===== src/rtl/mult3_wb_stage_pkg.sv =====
// Shared defaults, buffer state encoding and the writeback entry layout
// for the third multiplier stage.
package vi_mult_pkg;

    localparam int XLEN_DEF    = 32;
    localparam int RADDR_W_DEF = 5;

    typedef enum logic [1:0] {
        BUF_EMPTY = 2'd0,
        BUF_ONE   = 2'd1,
        BUF_FULL  = 2'd2
    } buf_state_e;

    // One held op as it travels toward writeback.
    typedef struct packed {
        logic [XLEN_DEF-1:0]    data;
        logic [RADDR_W_DEF-1:0] addr;
        logic                   int_we;
        logic [XLEN_DEF-1:0]    instr;
        logic [XLEN_DEF-1:0]    pc;
    } wb_entry_t;

endpackage


===== src/rtl/mult3_wb_if.sv =====
// Upstream (mult2->mult3) and writeback-port bundle for mult3_wb_stage.
interface mult3_wb_if #(
    parameter int XLEN    = 32,
    parameter int RADDR_W = 5
) ();
    // upstream side
    logic               mult3_valid_i;
    logic [XLEN-1:0]    mult3_int_write_data_i;
    logic [XLEN-1:0]    mult3_partial_i;
    logic [RADDR_W-1:0] mult3_write_addr_i;
    logic               mult3_int_write_enable_i;
    logic [XLEN-1:0]    mult3_instruction_i;
    logic [XLEN-1:0]    mult3_pc_i;
    logic               mult3_stall_o;
    // writeback side
    logic               wb_ready_i;
    logic               wb_valid_o;
    logic [XLEN-1:0]    wb_int_write_data_o;
    logic [RADDR_W-1:0] wb_write_addr_o;
    logic               wb_int_write_enable_o;
    logic [XLEN-1:0]    wb_instruction_o;
    logic [XLEN-1:0]    wb_pc_o;

    // The stage itself
    modport slave (
        input  mult3_valid_i, mult3_int_write_data_i, mult3_partial_i,
               mult3_write_addr_i, mult3_int_write_enable_i,
               mult3_instruction_i, mult3_pc_i, wb_ready_i,
        output mult3_stall_o, wb_valid_o, wb_int_write_data_o,
               wb_write_addr_o, wb_int_write_enable_o, wb_instruction_o,
               wb_pc_o
    );

    // Whoever drives ops in and grants the writeback port
    modport master (
        output mult3_valid_i, mult3_int_write_data_i, mult3_partial_i,
               mult3_write_addr_i, mult3_int_write_enable_i,
               mult3_instruction_i, mult3_pc_i, wb_ready_i,
        input  mult3_stall_o, wb_valid_o, wb_int_write_data_o,
               wb_write_addr_o, wb_int_write_enable_o, wb_instruction_o,
               wb_pc_o
    );
endinterface


===== src/rtl/mult3_wb_stage_skid.sv =====
// Two-entry in-order buffer: head is the output register, tail is the
// skid register that catches the op accepted while the head is blocked.
module mult_skid_buf
    import vi_mult_pkg::*;
#(
    parameter type entry_t = wb_entry_t
) (
    input  logic   clk_i,
    input  logic   rst_i,
    input  logic   flush_i,
    input  logic   push_i,
    input  logic   pop_i,
    input  entry_t push_entry_i,
    output entry_t head_o,
    output entry_t tail_o,
    output logic   head_vld_o,
    output logic   tail_vld_o,
    output logic   full_o
);

    buf_state_e state_q, state_d;
    entry_t     head_q, head_d;
    entry_t     tail_q, tail_d;
    logic       full_q, full_d;

    // Next-state and data movement; flush wins over push/pop.
    always_comb begin
        state_d = state_q;
        head_d  = head_q;
        tail_d  = tail_q;
        case (state_q)
            BUF_EMPTY: begin
                if (push_i) begin
                    head_d  = push_entry_i;
                    state_d = BUF_ONE;
                end
            end
            BUF_ONE: begin
                if (push_i && pop_i) begin
                    head_d = push_entry_i;
                end else if (push_i) begin
                    tail_d  = push_entry_i;
                    state_d = BUF_FULL;
                end else if (pop_i) begin
                    state_d = BUF_EMPTY;
                end
            end
            BUF_FULL: begin
                // push cannot happen here: upstream sees stall
                if (pop_i) begin
                    head_d  = tail_q;
                    state_d = BUF_ONE;
                end
            end
            default: state_d = BUF_EMPTY;
        endcase
        if (flush_i) begin
            state_d = BUF_EMPTY;
        end
        // stall is a flop that mirrors the FULL state
        full_d = (state_d == BUF_FULL);
    end

    // State, storage and registered stall; reset clears everything.
    always_ff @(posedge clk_i) begin
        if (rst_i) begin
            state_q <= BUF_EMPTY;
            head_q  <= '0;
            tail_q  <= '0;
            full_q  <= 1'b0;
        end else begin
            state_q <= state_d;
            head_q  <= head_d;
            tail_q  <= tail_d;
            full_q  <= full_d;
        end
    end

    assign head_o     = head_q;
    assign tail_o     = tail_q;
    assign head_vld_o = (state_q != BUF_EMPTY);
    assign tail_vld_o = (state_q == BUF_FULL);
    assign full_o     = full_q;

endmodule


===== src/rtl/mult3_wb_stage.sv =====
// Final multiplier stage: adds the two partial sums, buffers results in a
// 2-entry skid buffer toward writeback, and flags RAW hazards to decode.
module mult3_wb_stage
    import vi_mult_pkg::*;
#(
    parameter int XLEN    = XLEN_DEF,
    parameter int RADDR_W = RADDR_W_DEF
) (
    input  logic               clk_i,
    input  logic               rst_i,
    input  logic               flush_i,
    input  logic [RADDR_W-1:0] rs1_addr_i,
    input  logic [RADDR_W-1:0] rs2_addr_i,
    output logic               hazard_o,
    mult3_wb_if.slave          bus
);

    // Same layout as wb_entry_t, sized by this instance's parameters.
    typedef struct packed {
        logic [XLEN-1:0]    data;
        logic [RADDR_W-1:0] addr;
        logic               int_we;
        logic [XLEN-1:0]    instr;
        logic [XLEN-1:0]    pc;
    } entry_t;

    logic   accept;
    logic   drain;
    entry_t new_entry;
    entry_t head;
    entry_t tail;
    logic   head_vld;
    logic   tail_vld;
    logic   full;

    assign accept = bus.mult3_valid_i && !bus.mult3_stall_o;
    assign drain  = bus.wb_valid_o && bus.wb_ready_i;

    // Sum is formed on the way in so the buffer holds final results;
    // the carry-out is dropped by the XLEN-wide assignment.
    always_comb begin
        new_entry        = '0;
        new_entry.data   = bus.mult3_int_write_data_i + bus.mult3_partial_i;
        new_entry.addr   = bus.mult3_write_addr_i;
        new_entry.int_we = bus.mult3_int_write_enable_i;
        new_entry.instr  = bus.mult3_instruction_i;
        new_entry.pc     = bus.mult3_pc_i;
    end

    mult_skid_buf #(
        .entry_t (entry_t)
    ) u_buf (
        .clk_i        (clk_i),
        .rst_i        (rst_i),
        .flush_i      (flush_i),
        .push_i       (accept),
        .pop_i        (drain),
        .push_entry_i (new_entry),
        .head_o       (head),
        .tail_o       (tail),
        .head_vld_o   (head_vld),
        .tail_vld_o   (tail_vld),
        .full_o       (full)
    );

    assign bus.mult3_stall_o         = full;
    assign bus.wb_valid_o            = head_vld;
    assign bus.wb_int_write_data_o   = head.data;
    assign bus.wb_write_addr_o       = head.addr;
    assign bus.wb_int_write_enable_o = head.int_we;
    assign bus.wb_instruction_o      = head.instr;
    assign bus.wb_pc_o               = head.pc;

    function automatic logic src_hit(input entry_t e, input logic vld,
                                     input logic [RADDR_W-1:0] rs1,
                                     input logic [RADDR_W-1:0] rs2);
        return vld && e.int_we && (e.addr != '0) &&
               ((e.addr == rs1) || (e.addr == rs2));
    endfunction

    // Hazard from any valid held entry; forced low while reset is asserted
    // so decode never sees stale state from before the reset.
    always_comb begin
        hazard_o = !rst_i &&
                   (src_hit(head, head_vld, rs1_addr_i, rs2_addr_i) ||
                    src_hit(tail, tail_vld, rs1_addr_i, rs2_addr_i));
    end

endmodule


===== src/flat_wrapper.sv =====
// flat-port wrapper written by rule: the top's interface ports become plain ports
module mult3_wb_stage_flat import vi_mult_pkg::*;
#(
    parameter int XLEN    = XLEN_DEF,
    parameter int RADDR_W = RADDR_W_DEF
)
  (clk_i, rst_i, flush_i, rs1_addr_i, rs2_addr_i, hazard_o, bus_mult3_valid_i, bus_mult3_int_write_data_i, bus_mult3_partial_i, bus_mult3_write_addr_i, bus_mult3_int_write_enable_i, bus_mult3_instruction_i, bus_mult3_pc_i, bus_wb_ready_i, bus_mult3_stall_o, bus_wb_valid_o, bus_wb_int_write_data_o, bus_wb_write_addr_o, bus_wb_int_write_enable_o, bus_wb_instruction_o, bus_wb_pc_o);
  mult3_wb_if #(.XLEN(XLEN), .RADDR_W(RADDR_W)) bus_i ();
  input  logic clk_i;
  input  logic rst_i;
  input  logic flush_i;
  input  logic [RADDR_W-1:0] rs1_addr_i;
  input  logic [RADDR_W-1:0] rs2_addr_i;
  output logic hazard_o;
  input wire logic [$bits(bus_i.mult3_valid_i)-1:0] bus_mult3_valid_i;
  input wire logic [$bits(bus_i.mult3_int_write_data_i)-1:0] bus_mult3_int_write_data_i;
  input wire logic [$bits(bus_i.mult3_partial_i)-1:0] bus_mult3_partial_i;
  input wire logic [$bits(bus_i.mult3_write_addr_i)-1:0] bus_mult3_write_addr_i;
  input wire logic [$bits(bus_i.mult3_int_write_enable_i)-1:0] bus_mult3_int_write_enable_i;
  input wire logic [$bits(bus_i.mult3_instruction_i)-1:0] bus_mult3_instruction_i;
  input wire logic [$bits(bus_i.mult3_pc_i)-1:0] bus_mult3_pc_i;
  input wire logic [$bits(bus_i.wb_ready_i)-1:0] bus_wb_ready_i;
  output wire logic [$bits(bus_i.mult3_stall_o)-1:0] bus_mult3_stall_o;
  output wire logic [$bits(bus_i.wb_valid_o)-1:0] bus_wb_valid_o;
  output wire logic [$bits(bus_i.wb_int_write_data_o)-1:0] bus_wb_int_write_data_o;
  output wire logic [$bits(bus_i.wb_write_addr_o)-1:0] bus_wb_write_addr_o;
  output wire logic [$bits(bus_i.wb_int_write_enable_o)-1:0] bus_wb_int_write_enable_o;
  output wire logic [$bits(bus_i.wb_instruction_o)-1:0] bus_wb_instruction_o;
  output wire logic [$bits(bus_i.wb_pc_o)-1:0] bus_wb_pc_o;
  assign bus_i.mult3_valid_i = bus_mult3_valid_i;
  assign bus_i.mult3_int_write_data_i = bus_mult3_int_write_data_i;
  assign bus_i.mult3_partial_i = bus_mult3_partial_i;
  assign bus_i.mult3_write_addr_i = bus_mult3_write_addr_i;
  assign bus_i.mult3_int_write_enable_i = bus_mult3_int_write_enable_i;
  assign bus_i.mult3_instruction_i = bus_mult3_instruction_i;
  assign bus_i.mult3_pc_i = bus_mult3_pc_i;
  assign bus_i.wb_ready_i = bus_wb_ready_i;
  assign bus_mult3_stall_o = bus_i.mult3_stall_o;
  assign bus_wb_valid_o = bus_i.wb_valid_o;
  assign bus_wb_int_write_data_o = bus_i.wb_int_write_data_o;
  assign bus_wb_write_addr_o = bus_i.wb_write_addr_o;
  assign bus_wb_int_write_enable_o = bus_i.wb_int_write_enable_o;
  assign bus_wb_instruction_o = bus_i.wb_instruction_o;
  assign bus_wb_pc_o = bus_i.wb_pc_o;
  mult3_wb_stage #(.XLEN(XLEN), .RADDR_W(RADDR_W)) u_core (.clk_i(clk_i), .rst_i(rst_i), .flush_i(flush_i), .rs1_addr_i(rs1_addr_i), .rs2_addr_i(rs2_addr_i), .hazard_o(hazard_o), .bus(bus_i));
endmodule

===== config.mk =====
export PLATFORM = sky130hd
export DESIGN_NAME = mult3_wb_stage_flat
export DESIGN_NICKNAME = d
export VERILOG_FILES = /design/src/rtl/mult3_wb_stage_pkg.sv /design/src/rtl/mult3_wb_if.sv /design/src/rtl/mult3_wb_stage_skid.sv /design/src/rtl/mult3_wb_stage.sv /design/src/flat_wrapper.sv
export SDC_FILE = /design/constraint.sdc
export NUM_CORES = 1
export LEC_CHECK = 0
export CELL_PAD_IN_SITES_DETAIL_PLACEMENT = 0
export CELL_PAD_IN_SITES_GLOBAL_PLACEMENT = 1
export CORE_MARGIN = 2
export CORE_UTILIZATION = 38
export CTS_CLUSTER_DIAMETER = 120
export DETAILED_ROUTE_END_ITERATION = 8
export PLACE_DENSITY_LB_ADDON = 0.1
export SLEW_MARGIN = 20
export SYNTH_ARGS = -nofsm -noshare
export SYNTH_HDL_FRONTEND = slang
export SYNTH_SLANG_ARGS = --single-unit

===== constraint.sdc =====
create_clock -name clk_i -period 6 [get_ports clk_i]
set_clock_uncertainty 0.05 [all_clocks]
set_input_delay 1.2 -clock clk_i [delete_from_list [all_inputs] [get_ports clk_i]]
set_output_delay 1.2 -clock clk_i [all_outputs]
set_load 0.005 [all_outputs]

==> impl_metrics.env <==
export IMPL_synth_area_leaders="dfxtp_1 (42%), nand2_1 (15%), a311oi_1 (7.6%), a21oi_1 (6.3%), nor2_1 (4.8%)"
export IMPL_ir_drop_mv=0.183
export IMPL_fp_dieW_um=166
export IMPL_setup_violations_final=0
export IMPL_root_buffer="clkbuf_16"
export IMPL_antenna_found_initial=0
export IMPL_switching_share_pct=26.1
export IMPL_drc=0
export IMPL_cp_data_required_time_ns=4.75
export IMPL_grt_max_degree=92
export IMPL_synth_top_area_cell="dfxtp_1"
export IMPL_viasPerCell=5.22
export IMPL_slew_headroom_pct=31.2
export IMPL_n_antenna_cell=0
export IMPL_maxSlewViolCount=0
export IMPL_io_buffer_count=253
export IMPL_fmax_mhz=221
export IMPL_dp_cells=1803
export IMPL_synthDistinctLibCells=62
export IMPL_fillers=2579
export IMPL_max_cap_viol_count=0
export IMPL_rows=59
export IMPL_worstPathMaxFanout=2
export IMPL_synth_top_family_by_area="simple AND/OR/NAND/NOR gates"
export IMPL_drt_pass1_iterations=5
export IMPL_arrival_ns=3.27
export IMPL_ys_seq_elements=207
export IMPL_synth_simple_area_share_pct=23.9
export IMPL_final_nets=1676
export IMPL_pwr_share_seq_pct=41.0
export IMPL_finalHoldViolCount=0
export IMPL_coreArea_mm2=0.0259
export IMPL_cp_startpoint="rs2_addr_i[2]"
export IMPL_clk_latency_ns=0.52
export IMPL_yosys_area_top_type_share_pct=41.6
export IMPL_dieArea_mm2=0.0276
export IMPL_synth_fa_ha_area_share_pct=4.09
export IMPL_synth_flop_cell="dfxtp_1"
export IMPL_start_util_pct=38.5
export IMPL_rsz0062_at_grt="false"
export IMPL_post_cts_buffers=0
export IMPL_vias=9635
export IMPL_min_from="u_core.u_buf.tail_o[5]$_SDFFE_PP0P_"
export IMPL_clk_path_buf_depth=3
export IMPL_dp_hpwl_um=19600
export IMPL_syn_num_nets=1485
export IMPL_muxShareOfSynthArea_pct=0.100
export IMPL_grt_overflow_total=0
export IMPL_synth_xor_xnor_area_share_pct=4.13
export IMPL_synth_area_mm2=0.00997
export IMPL_pwr_share_comb_pct=18.5
export IMPL_path_class="input pin to output pin"
export IMPL_p_int_mw=2.70
export IMPL_setup_worst_path_start_class="input pin"
export IMPL_ys_seq_area_share_pct=41.6
export IMPL_cts_buffers=25
export IMPL_hold_depth=2
export IMPL_hold_buffers=0
export IMPL_avgSynthCellArea_um2=7.65
export IMPL_h_tree_depth=1
export IMPL_leakage_nw=5.02
export IMPL_dr_first_iter_drc_count=549
export IMPL_finalCritPeriodShare_pct=75.4
export IMPL_power_density_mw_per_mm2=271
export IMPL_grt_usage_pct=20.9
export IMPL_area_growth_pct=35.1
export IMPL_place_area_mm2=0.0127
export IMPL_stdcell_area_mm2=0.0135
export IMPL_cts_sinks=207
export IMPL_drive_gt1_share_pct=4.89
export IMPL_min_path_type="flop to flop"
export IMPL_place_gp_congestion=0.838
export IMPL_final_instance_count_excl_fill=1847
export IMPL_crit_path_end_kind="output pin"
export IMPL_yosysWarnings=0
export IMPL_synth_compound_area_share_pct=21.9
export IMPL_r2r_cells=7
export IMPL_rr_startpoint="u_core.u_buf.state_q[1]$_SDFF_PP0_"
export IMPL_worstMarginPinSlew_ns=1.03
export IMPL_grt_pass1_wl_um=48200
export IMPL_pwr_share_clk_pct=40.5
export IMPL_worst_hold_slack_ns=0.402
export IMPL_fin_tns_setup_ns=0
export IMPL_routed_wl_um=29900
export IMPL_cts_tree="done"
export IMPL_async_flop_share_pct=0
export IMPL_dieHeight_um=166
export IMPL_status="complete, no violations"
export IMPL_antenna_left=0
export IMPL_synth_edf_count=0
export IMPL_grt_pass1_vias=8988
export IMPL_power_switching_uw=952
export IMPL_io_pins=254
export IMPL_cts_clk_slew_worst_paths_ns=0.05
export IMPL_avgRoutedWirePerCell_um=16.2
export IMPL_cts_resized=0
export IMPL_layout_min_cycle_time_ns=4.52
export IMPL_syn_inst=1304
[cell families (layout without fill, tap and decap cells)]
logic type	count (synthesis)	after routing
and+or+nand+nor	585	585
DFF	207	207
xor gates and xnor gates	47	47
buffers and inverters	112	320
AOI/OAI and AO/OA	320	320
adders and majority gates	32	32
muxes	1	1
[flip-flops by register name, summed over array words and instances, names as in the netlist]
name,cells
u_core.u_buf.full_o,1
u_core.u_buf.state_q,2
u_core.u_buf.head_o,102
u_core.u_buf.tail_o,102
[path summary, 6_finish.rpt]
kind,end,slack (ns)
min,u_core.u_buf.tail_o[5]$_SDFFE_PP0P_,0.40
max reg2reg,u_core.u_buf.head_o[84]$_SDFFE_PP0P_,2.99
max,hazard_o,1.48
min reg2reg,u_core.u_buf.tail_o[5]$_SDFFE_PP0P_,0.40
[layer usage]
layer | vias to the layer above | share of wire [%] | track usage (%)
met3 | 26 | 5.0 | 3.19
li1 | 4899 | - | -
met5 | - | 0 | 0
met4 | 0 | 1.2 | 3.59
met2 | 228 | 47 | 35.9
met1 | 4482 | 46 | 28.2
[through the flow]
stage               power (mW)  setup WS, ns  utilization [%]
floorplan                 1.87          2.36                -
global placement          2.20          1.46             48.9
detailed placement        2.21          1.47             48.9
CTS                       3.70          1.47             52.0
global route              3.83          1.35             52.0
finish                    3.65          1.48             52.0
[cell type report]
| cell class | instances | area (µm²) | area share, % |
|---|---|---|---|
| multi-input combinational | 985 | 5430 | 40.3 |
| tap | 335 | 419 | 3.11 |
| clock buffer | 36 | 707 | 5.25 |
| clock inverter | 8 | 100 | 0.743 |
| inverter | 12 | 45.0 | 0.334 |
| timing repair buffer | 264 | 2630 | 19.5 |
| sequential | 207 | 4140 | 30.8 |
[synthesized netlist by cell type, types with 7 or more instances]
cell	number
nand2_1	388
dfxtp_1	207
nor2_1	128
a21oi_1	126
clkbuf_1	95
a311oi_1	86
ha_1	31
xnor2_1	25
o21ai_0	22
xor2_1	22
a21o_1	16
a211oi_1	15
nor3_1	14
inv_1	12
nor4_1	9
o21ai_1	9
nand3_1	8
a31oi_1	7
[cells in the final DEF (no fill, tap or decap), types with 10 or more instances in the layout]
cell	instances
a211oi_1	15
xnor2_1	25
nor3_1	14
nand2_1	386
a21oi_1	126
nor2_1	128
o21ai_0	22
inv_1	12
clkdlybuf4s50_1	252
a21o_1	16
buf_4	10
ha_1	31
clkbuf_16	25
xor2_1	22
dfxtp_1	207
a311oi_1	86
[power by group through the flow]
stage	clock, mW	sequential, mW	combinational [mW]
after floorplan	0	1.52	0.350
after global placement	0	1.53	0.678
after detailed placement	0	1.53	0.680
after CTS	1.52	1.50	0.684
after global routing	1.58	1.51	0.746
final	1.48	1.50	0.676
[critical path, stage by stage]
cell and delay [ns]:
clkdlybuf4s50_1 0.52, xnor2_1 0.14, nand3_1 0.10, nor3_1 0.18
a31oi_1 0.06, o32a_1 0.41, nor2_1 0.11, clkdlybuf4s50_1 0.55
Note: power is estimated with default switching activity, not from simulation.
